File: src/rtl/wb_burst_reader.sv
// Wishbone classic read master: fetches NB_WORDS words from BASE_ADDR in
// BURST_LEN-beat bursts and delivers them through a show-ahead FIFO stream.
module wb_burst_reader #(
    parameter int                    ADDR_WIDTH = 32,
    parameter int                    DATA_WIDTH = 32,
    parameter logic [ADDR_WIDTH-1:0] BASE_ADDR  = '0,
    parameter int                    NB_WORDS   = 1024,
    parameter int                    BURST_LEN  = 8,
    parameter int                    FIFO_DEPTH = 16
) (
    input  logic                      clk,
    input  logic                      rst,
    input  logic                      start,
    output logic                      busy,
    output logic                      done,
    output logic                      error,
    output logic [ADDR_WIDTH-1:0]     adr,
    output logic                      cyc,
    output logic                      stb,
    output logic                      we,
    output logic [DATA_WIDTH/8-1:0]   sel,
    input  logic [DATA_WIDTH-1:0]     dat_sm,
    input  logic                      ack,
    input  logic                      err,
    input  logic                      rty,
    output logic [DATA_WIDTH-1:0]     rdata,
    output logic                      rvalid,
    input  logic                      rready
);

    localparam int STEP  = DATA_WIDTH / 8;
    localparam int PTR_W = (FIFO_DEPTH > 1) ? $clog2(FIFO_DEPTH) : 1;
    localparam int CNT_W = $clog2(FIFO_DEPTH + 1);
    localparam int WC_W  = $clog2(NB_WORDS + 1);
    localparam int BC_W  = $clog2(BURST_LEN + 1);

    typedef enum logic [1:0] {
        IDLE,
        WAIT_SPACE,
        BURST,
        GAP
    } state_t;

    state_t state, state_nxt;

    logic [WC_W-1:0]       word_cnt;
    logic [BC_W-1:0]       beat_cnt;
    logic [DATA_WIDTH-1:0] mem [FIFO_DEPTH];
    logic [PTR_W-1:0]      wr_ptr, rd_ptr;
    logic [CNT_W-1:0]      count;
    logic [CNT_W-1:0]      free_slots;
    logic                  push, pop, space_ok, last_beat, last_word;

    assign we  = 1'b0;
    assign sel = '1;

    assign rvalid     = (count != '0);
    assign rdata      = mem[rd_ptr];
    assign pop        = rvalid && rready;
    // A word leaving this cycle already counts as room for the next burst.
    assign free_slots = CNT_W'(FIFO_DEPTH) - count + CNT_W'(pop);
    assign space_ok   = (free_slots >= CNT_W'(BURST_LEN));

    assign push      = (state == BURST) && ack && !err && !rty;
    assign last_beat = (beat_cnt == BC_W'(BURST_LEN - 1));
    assign last_word = (word_cnt == WC_W'(NB_WORDS - 1));
    assign busy      = (state != IDLE);

    always_ff @(posedge clk or posedge rst) begin
        if (rst) begin
            state <= IDLE;
        end else begin
            state <= state_nxt;
        end
    end

    // NOTE: every output of this block gets a default first, so no path
    // through the case leaves a signal unassigned and no latch is inferred.
    always_comb begin
        state_nxt = state;
        cyc       = 1'b0;
        stb       = 1'b0;
        done      = 1'b0;
        case (state)
            IDLE: begin
                if (start) begin
                    state_nxt = WAIT_SPACE;
                end
            end
            WAIT_SPACE: begin
                if (space_ok) begin
                    state_nxt = BURST;
                end
            end
            BURST: begin
                cyc = 1'b1;
                stb = 1'b1;
                // err beats rty beats ack when the slave raises several.
                if (err) begin
                    state_nxt = IDLE;
                end else if (rty) begin
                    state_nxt = GAP;
                end else if (ack) begin
                    if (last_word) begin
                        done      = 1'b1;
                        state_nxt = IDLE;
                    end else if (last_beat) begin
                        state_nxt = GAP;
                    end
                end
            end
            GAP: begin
                state_nxt = WAIT_SPACE;
            end
            default: begin
                state_nxt = IDLE;
            end
        endcase
    end

    // NOTE: state-holding registers use non-blocking assignments so every
    // flop samples the pre-edge values regardless of statement order.
    always_ff @(posedge clk or posedge rst) begin
        if (rst) begin
            adr      <= BASE_ADDR;
            word_cnt <= '0;
            beat_cnt <= '0;
            error    <= 1'b0;
        end else if (state == IDLE) begin
            if (start) begin
                adr      <= BASE_ADDR;
                word_cnt <= '0;
                beat_cnt <= '0;
                error    <= 1'b0;
            end
        end else if (state == BURST) begin
            if (err) begin
                error <= 1'b1;
            end else if (!rty && ack) begin
                adr      <= adr + ADDR_WIDTH'(STEP);
                word_cnt <= word_cnt + WC_W'(1);
                beat_cnt <= last_beat ? '0 : beat_cnt + BC_W'(1);
            end
        end
    end

    // NOTE: the storage array is deliberately not reset; the pointers and
    // count define emptiness, so clearing the words would only cost logic.
    always_ff @(posedge clk) begin
        if (push) begin
            mem[wr_ptr] <= dat_sm;
        end
    end

    always_ff @(posedge clk or posedge rst) begin
        if (rst) begin
            wr_ptr <= '0;
            rd_ptr <= '0;
            count  <= '0;
        end else begin
            if (push) begin
                wr_ptr <= wr_ptr + PTR_W'(1);
            end
            if (pop) begin
                rd_ptr <= rd_ptr + PTR_W'(1);
            end
            case ({push, pop})
                2'b10:   count <= count + CNT_W'(1);
                2'b01:   count <= count - CNT_W'(1);
                default: count <= count;
            endcase
        end
    end

endmodule

File: config.mk
export PLATFORM = sky130hd
export DESIGN_NAME = wb_burst_reader
export DESIGN_NICKNAME = d
export VERILOG_FILES = /design/src/rtl/wb_burst_reader.sv
export SDC_FILE = /design/constraint.sdc
export NUM_CORES = 1
export LEC_CHECK = 0
export ABC_AREA = 1
export ABC_CLOCK_PERIOD_IN_PS = 6000
export BUFFER_PORTS_ARGS = -buffer_cell sky130_fd_sc_hd__buf_2
export CORE_ASPECT_RATIO = 0.9
export CORE_MARGIN = 2
export CORE_UTILIZATION = 40
export CTS_BUF_LIST = sky130_fd_sc_hd__clkbuf_8
export CTS_CLUSTER_SIZE = 25
export DETAILED_ROUTE_END_ITERATION = 10
export PLACE_DENSITY = 0.63
export SLEW_MARGIN = 20
export SYNTH_ARGS = -nofsm -noshare
export SYNTH_HDL_FRONTEND = slang
export SYNTH_SLANG_ARGS = --single-unit
File: constraint.sdc
create_clock -name clk -period 6 [get_ports clk]
set_input_delay 0.6 -clock clk [delete_from_list [all_inputs] [get_ports clk]]
set_output_delay 0.6 -clock clk [all_outputs]
set_load 0.02 [all_outputs]
==> results of run 1 <==
[final cells by class]
class	count	share of cell area [%]
clock buffers	94	4.66
clock inverters	65	1.10
inverters	321	4.35
multi-input cells	1188	22.1
flip-flops and latches	573	60.9
well taps	792	3.57
repair buffers	133	3.33
[critical path, cell delays in order (launching register included)]
cell      delay (ns)
dfrtp_4         1.01
buf_4           0.64
o211ai_1        0.22
nand3_1         0.13
nand3_1         0.15
nand2_1         0.14
buf_2           0.17
[worst max path at each step]
stage / startpoint / to / slack, ns / cells after the start
CTS: rd_ptr[1] / rdata[1] / 2.18 / 6
detailed placement: state[0] / mem[2][26] / 2.83 / 9
floorplan: state[0] / mem[11][0] / 2.13 / 6
global route: rd_ptr[1] / rdata[1] / 2.02 / 6
finish: rd_ptr[1] / rdata[1] / 2.22 / 6
global placement: state[0] / mem[8][13] / 2.78 / 8
[cells by family (layout without fill, tap and decap cells)]
family                   count (synthesis)  after routing  share of synthesized area, %
AO/OA/AOI/OAI                          429            429                          10.1
XOR/XNOR                                14             14                         0.495
adder cells (fa/ha/maj)                 18             18                         0.940
buffers and inverters                  444            613                          7.56
flip-flops                             573            573                          68.3
other                                    2              7                        0.0303
AND/OR/NAND/NOR                        720            720                          12.6
[sequential cells by signal, indices dropped and copies added (netlist names)]
signal    count
rd_ptr        4
beat_cnt      4
state         2
mem         512
wr_ptr        4
error         1
word_cnt     11
adr          30
count         5
[per-stage QoR]
stage | total power, mW | hold slack (ns) | worst slack [ns] | util (%)
2_1_floorplan | 7.47 | 0.453 | 2.13 | -
3_3_place_gp | 8.42 | 0.471 | 2.78 | 42.4
3_5_place_dp | 8.49 | 0.483 | 2.83 | 42.7
4_1_cts | 11.5 | 0.149 | 2.18 | 45.3
5_1_grt | 12.1 | 0.175 | 2.02 | 45.3
6_report | 11.4 | 0.149 | 2.22 | 45.3
[power groups by stage]
stage	clock network [mW]	registers [mW]	logic, mW
finish	2.98	4.75	3.63
global route	3.23	4.78	4.09
CTS	3.06	4.75	3.67
detailed placement	0	4.83	3.66
global placement	0	4.83	3.59
floorplan	0	4.62	2.86
[per-layer routing]
layer / part of all wire, % / GRT usage [%]
met5: 0 / 0
met4: 2.1 / 4.99
met3: 5.9 / 3.91
met2: 47 / 28.6
met1: 45 / 25.1
[layout by cell type, fill, tap and decap left out, drive strengths merged]
cell type  Yosys  layout
a2bb2oi        1       1
conb           2       7
nor4           1       1
o21bai         2       2
o211ai       128     128
a22o           2       2
xnor2          3       3
or2            1       1
nand3        233     233
and3           1       1
xor2          11      11
a31oi          1       1
dfrtp         61      61
bufinv         0       1
o31ai          1       1
ha            17      17
nor3b          1       1
buf           85     133
clkinv         1      29
fa             1       1
inv          320     351
clkbuf        38      94
o21ai        154     154
nand2        344     344
a21oi        140     140
clkinvlp       0       5
nor3           7       7
nor2         106     106
edfxtp       512     512
nand4         26      26
==> qor.yml, run 1 <==
placement:
  postPlaceCellArea_um2: 26200
  hpwlAfterDp_um: 32500
  dp_cells: 3007
  gp_congestion: 0.871
  io_buffers: 106
critical_path:
  cp_data_required_time_ns: 5.40
  crit_fanout: 72
  r2r_cells: 9
  rr_endpoint: "mem[2][18]"
  cp-start-kind: "flip-flop"
  rr_startpoint: "state[0]"
  arrival_ns: 3.18
  reg2reg_slack_ns: 2.82
  cp-end-kind: "primary output"
  path_class: "reg2out"
timing:
  setup_viol: 0
  final_max_slew_viol_count: 0
  skew_ns: 0.0266
  slew_headroom_pct: 32.6
  hold_viol: 0
  max_freq_mhz: 265
  fin_crit_sh_pct: 63.0
  tightest_slew_ns: 1.01
  finalSetupTns_ns: 0
  fin_crit_ns: 3.78
  rsz0062_at_grt: "no"
detailed_routing:
  post-route-drc-count: 0
  routed_wl_um: 57500
  drt.antenna.violating_nets: 0
  dr.pass1.iters: 5
  vias: 16200
  drt_iter0_markers: 1338
  via_per_inst: 5.13
  avgRoutedWirePerCell_um: 18.2
synthesis:
  ys_seq_area_share_pct: 68.3
  yosysTopAreaCellShare_pct: 62.1
  syn_area_um2: 24800
  netlist_top_cells_count: "512 x edfxtp_1, 343 x nand2_1, 318 x inv_1"
  ys.flop_type: "edfxtp_1"
  synth_most_common_cell: "edfxtp_1"
  ys_ff_latch: 573
  synthArstFlopShare_pct: 10.6
  synth.avg_cell_area_um2: 11.3
  syn_inst: 2200
  ys_top_cells_by_area: "edfxtp_1 62%, dfrtp_1 6.2%, nand2_1 5.2%"
  synth_warnings: 0
  synth.distinct_cells: 40
  yosysTopAreaCell: "edfxtp_1"
  synth_edf_count: 512
power_and_ir_drop:
  intPower_mw: 7.05
  worst_ir_drop_vdd_mv: 0.297
  switchingPower_mw: 4.32
  total_leakage_power_nw: 10.6
  switching_share_pct: 38.0
  pwr-share-seq_pct: 41.8
  p_comb_share_pct: 31.9
  clockPowerShare_pct: 26.2
  power_density_nw_per_um2: 410
clocking:
  postCtsSetupBuffers: 0
  cts.reportedPaths.clkPinSlew_ns: 0.06
  cts_hold_buf: 0
  clkSinkCount: 573
  cts_made_buffers: 91
  clk_path_buf_depth: 3
  cts_tree: "built"
  clock_latency_ns: 0.67
  clockRootBuffer: "clkbuf_8"
  ctsResizeCount: 0
  cts_max_level: 3
finish:
  diodes: 0
  syn_to_final_growth_pct: 12.1
  stdcell_area_um2: 27800
  fin_nets: 2365
  seq_area_um2: 16900
  multi_input_area_um2: 6120
  nFillCells: 5547
  final_cells: 3166
  final_layout_size_suffix_gt1_share_pct: 11.7
global_route:
  grt_pass1_vias: 15700
  grt_util_all_layers_pct: 18.0
  grt_pass1_wl_um: 89700
  grt-ovfl-total: 0
  grt_max_degree: 220
  antenna_found_initial: 0
floorplan:
  die_y_um: 240
  initial_core_util_pct: 40.4
  coreArea_um2: 61200
  num_rows: 86
  die_width_um: 266
  dieArea_um2: 63900
  pin_count: 114
job:
  drv_cap: 0
status:
  run_status: "completed"
hold_path:
  min_path_type: "in2async"
Note: power is estimated with default switching activity, not from simulation.
==> run 2, diff against run 1 <==
ABC_CLOCK_PERIOD_IN_PS = 3200   (was 6000)
PLACE_DENSITY = 0.65   (was 0.63)
clock period = 3.2 ns   (was 6 ns; I/O delays follow)
==> qor.yml, run 2 (synthesized netlist as in run 1, its figures left out) <==
power_and_ir_drop:
  worst_ir_drop_vdd_mv: 0.666  # +120%
  switchingPower_mw: 8.33  # +93%
  pwr-share-seq_pct: 39.3  # -2.5 points
  switching_share_pct: 38.1  # +0.12 points
  total_leakage_power_nw: 10.9  # +2.2%
  power_density_nw_per_um2: 777  # +90%
  intPower_mw: 13.5  # +92%
  p_comb_share_pct: 34.2  # +2.3 points
  clockPowerShare_pct: 26.5  # +0.3 points
clocking:
  cts_tree: "built"
  clk_path_buf_depth: 3  # unchanged
  cts.reportedPaths.clkPinSlew_ns: 0.06  # about the same
  cts_max_level: 3  # unchanged
  cts_made_buffers: 94  # +3.3%
  clkSinkCount: 573  # unchanged
  postCtsSetupBuffers: 0  # unchanged
  clock_latency_ns: 0.69  # +0.02 ns
  ctsResizeCount: 0  # unchanged
  cts_hold_buf: 15  # +15
  clockRootBuffer: "clkbuf_8"
timing:
  fin_crit_ns: 2.95
  finalSetupTns_ns: 0  # unchanged
  hold_viol: 0  # unchanged
  whs_ns: 0.0491  # -0.0997 ns
  rsz0062_at_grt: "no"
  max_freq_mhz: 339
  tightest_slew_ns: 0.947  # -0.0635 ns
  slew_headroom_pct: 36.9  # +4.2 points
  skew_ns: 0.0281  # +0.00156 ns
  setup_ws_ns: 0.253  # -1.97 ns
  fin_crit_sh_pct: 92.1
  setup_viol: 0  # unchanged
  final_max_slew_viol_count: 0  # unchanged
finish:
  largest_reg_flops: 512  # unchanged
  stdcell_area_um2: 28100  # +1.3%
  nFillCells: 5519  # -0.50%
  multi_input_area_um2: 6120  # unchanged
  regMostFlops: "mem"
  final_layout_size_suffix_gt1_share_pct: 12.5  # +0.79 points
  seq_area_um2: 16900  # unchanged
  top_regs: "mem: 512 flops, adr: 30 flops, word_cnt: 11 flops"
  fin_nets: 2405  # +1.7%
  fin_util_pct: 45.9  # +0.60 points
  mostFrequentLayoutCells: "512 x edfxtp_1, 350 x inv_1, 343 x nand2_1"
  final_common_cell: "edfxtp_1"
  syn_to_final_growth_pct: 13.6
critical_path:
  path_cells: "buf_12, buf_12, a21oi_1, o21ai_0, nand3_1, nand3_1, nand2_1, buf_2"
  r2r_cells: 9  # unchanged
  reg2reg_slack_ns: 0.55  # -2.27 ns
  path_class: "reg2out"
  arrival_ns: 2.63  # -0.55 ns
  cp-end-kind: "primary output"
  cp-start-kind: "flip-flop"
  critPathMaxStageDelay_ns: 0.57  # -0.44 ns
  crit_fanout: 82  # +14%
  slowest_stage: "dfrtp_4"
  cp_data_required_time_ns: 2.88  # -2.52 ns
hold_path:
  hold_depth: 1
  min_path_type: "in2reg"
detailed_routing:
  drt_iter0_markers: 1669  # +25%
  via_per_inst: 5.17  # +0.84%
  routed_wl_um: 58100  # +0.95%
  drt.antenna.violating_nets: 0  # unchanged
  dr.pass1.iters: 6  # +1
  avgRoutedWirePerCell_um: 18.1  # -0.43%
  post-route-drc-count: 0  # unchanged
  vias: 16600  # +2.2%
floorplan:
  die_y_um: 240  # unchanged
  initial_core_util_pct: 40.4  # unchanged
  die_width_um: 266  # unchanged
  pin_count: 114  # unchanged
  coreArea_um2: 61200  # unchanged
  dieArea_um2: 63900  # unchanged
  num_rows: 86  # unchanged
global_route:
  grt_pass1_vias: 16200  # +3.0%
  grt_max_degree: 131  # -40%
  grt_use_met3_pct: 3.39  # -0.52 points
  antenna_found_initial: 3  # +3
  grt_busiest_layer: "met2"
  use_met1_pct: 25.2  # +0.088 points
  grt_use_met2_pct: 28.6  # about the same
  grt_pass1_wl_um: 90600  # +1.0%
  grt_util_all_layers_pct: 18.2  # +0.14 points
  grt-ovfl-total: 0  # unchanged
placement:
  io_buffers: 106  # unchanged
  postPlaceCellArea_um2: 26300  # +0.53%
  gp_congestion: 0.872  # +0.17%
  hpwlAfterDp_um: 34700  # +6.8%
  pre_cts_ws_ns: 0.568  # -2.26 ns
status:
  run_status: "completed"
job:
  drv_cap: 0  # unchanged
==> run 2: per-layer routing <==
layer	vias to the layer above	routed length (um)
met1	7967	25600
met3	110	4160
met2	594	26800
met5	-	0
met4	0	1570
li1	7933	-
==> run 2: area by class of cell <==
class | count | area share, %
Inverter | 321 | 4.29
Multi-Input combinational cell | 1188 | 21.8
Clock buffer | 100 | 4.89
Clock inverter | 63 | 1.05
Sequential cell | 573 | 60.1
Timing Repair Buffer | 170 | 4.31
Tap cell | 792 | 3.52
Antenna cell | 3 | 0.0267
==> run 2: final timing paths <==
kind                                   start            to
worst max-delay path               rd_ptr[0]      rdata[5]
worst min-delay path              dat_sm[25]    mem[9][25]
worst max register to register      state[0]    mem[13][9]
worst min register to register  word_cnt[10]  word_cnt[10]
max in group asynchronous                rst       adr[24]
min in group asynchronous                rst      state[1]
==> run 2: power by group through the flow <==
stage	Combinational (mW)	Clock (mW)	Sequential, mW
2_1_floorplan	5.37	0	8.66
6_report	7.48	5.79	8.58
3_3_place_gp	7.33	0	8.72
5_1_grt	8.30	6.25	8.60
3_5_place_dp	7.47	0	8.72
4_1_cts	7.52	5.94	8.58
==> run 2: critical path: cells and delay by family, from the launching register on <==
| family | cells | cell delay [ns] |
|---|---|---|
| compound gates | 2 | 0.25 |
| buf+inv | 3 | 0.72 |
| simple gates | 3 | 0.40 |
| flops | 1 | 0.57 |
==> run 2: per-stage QoR <==
stage | power [mW] | cells
5_1_grt | 23.2 | 3210
4_1_cts | 22.0 | 3207
3_3_place_gp | 16.0 | 3029
6_report | 21.9 | 3210
2_1_floorplan | 14.0 | 2205
3_5_place_dp | 16.2 | 3029
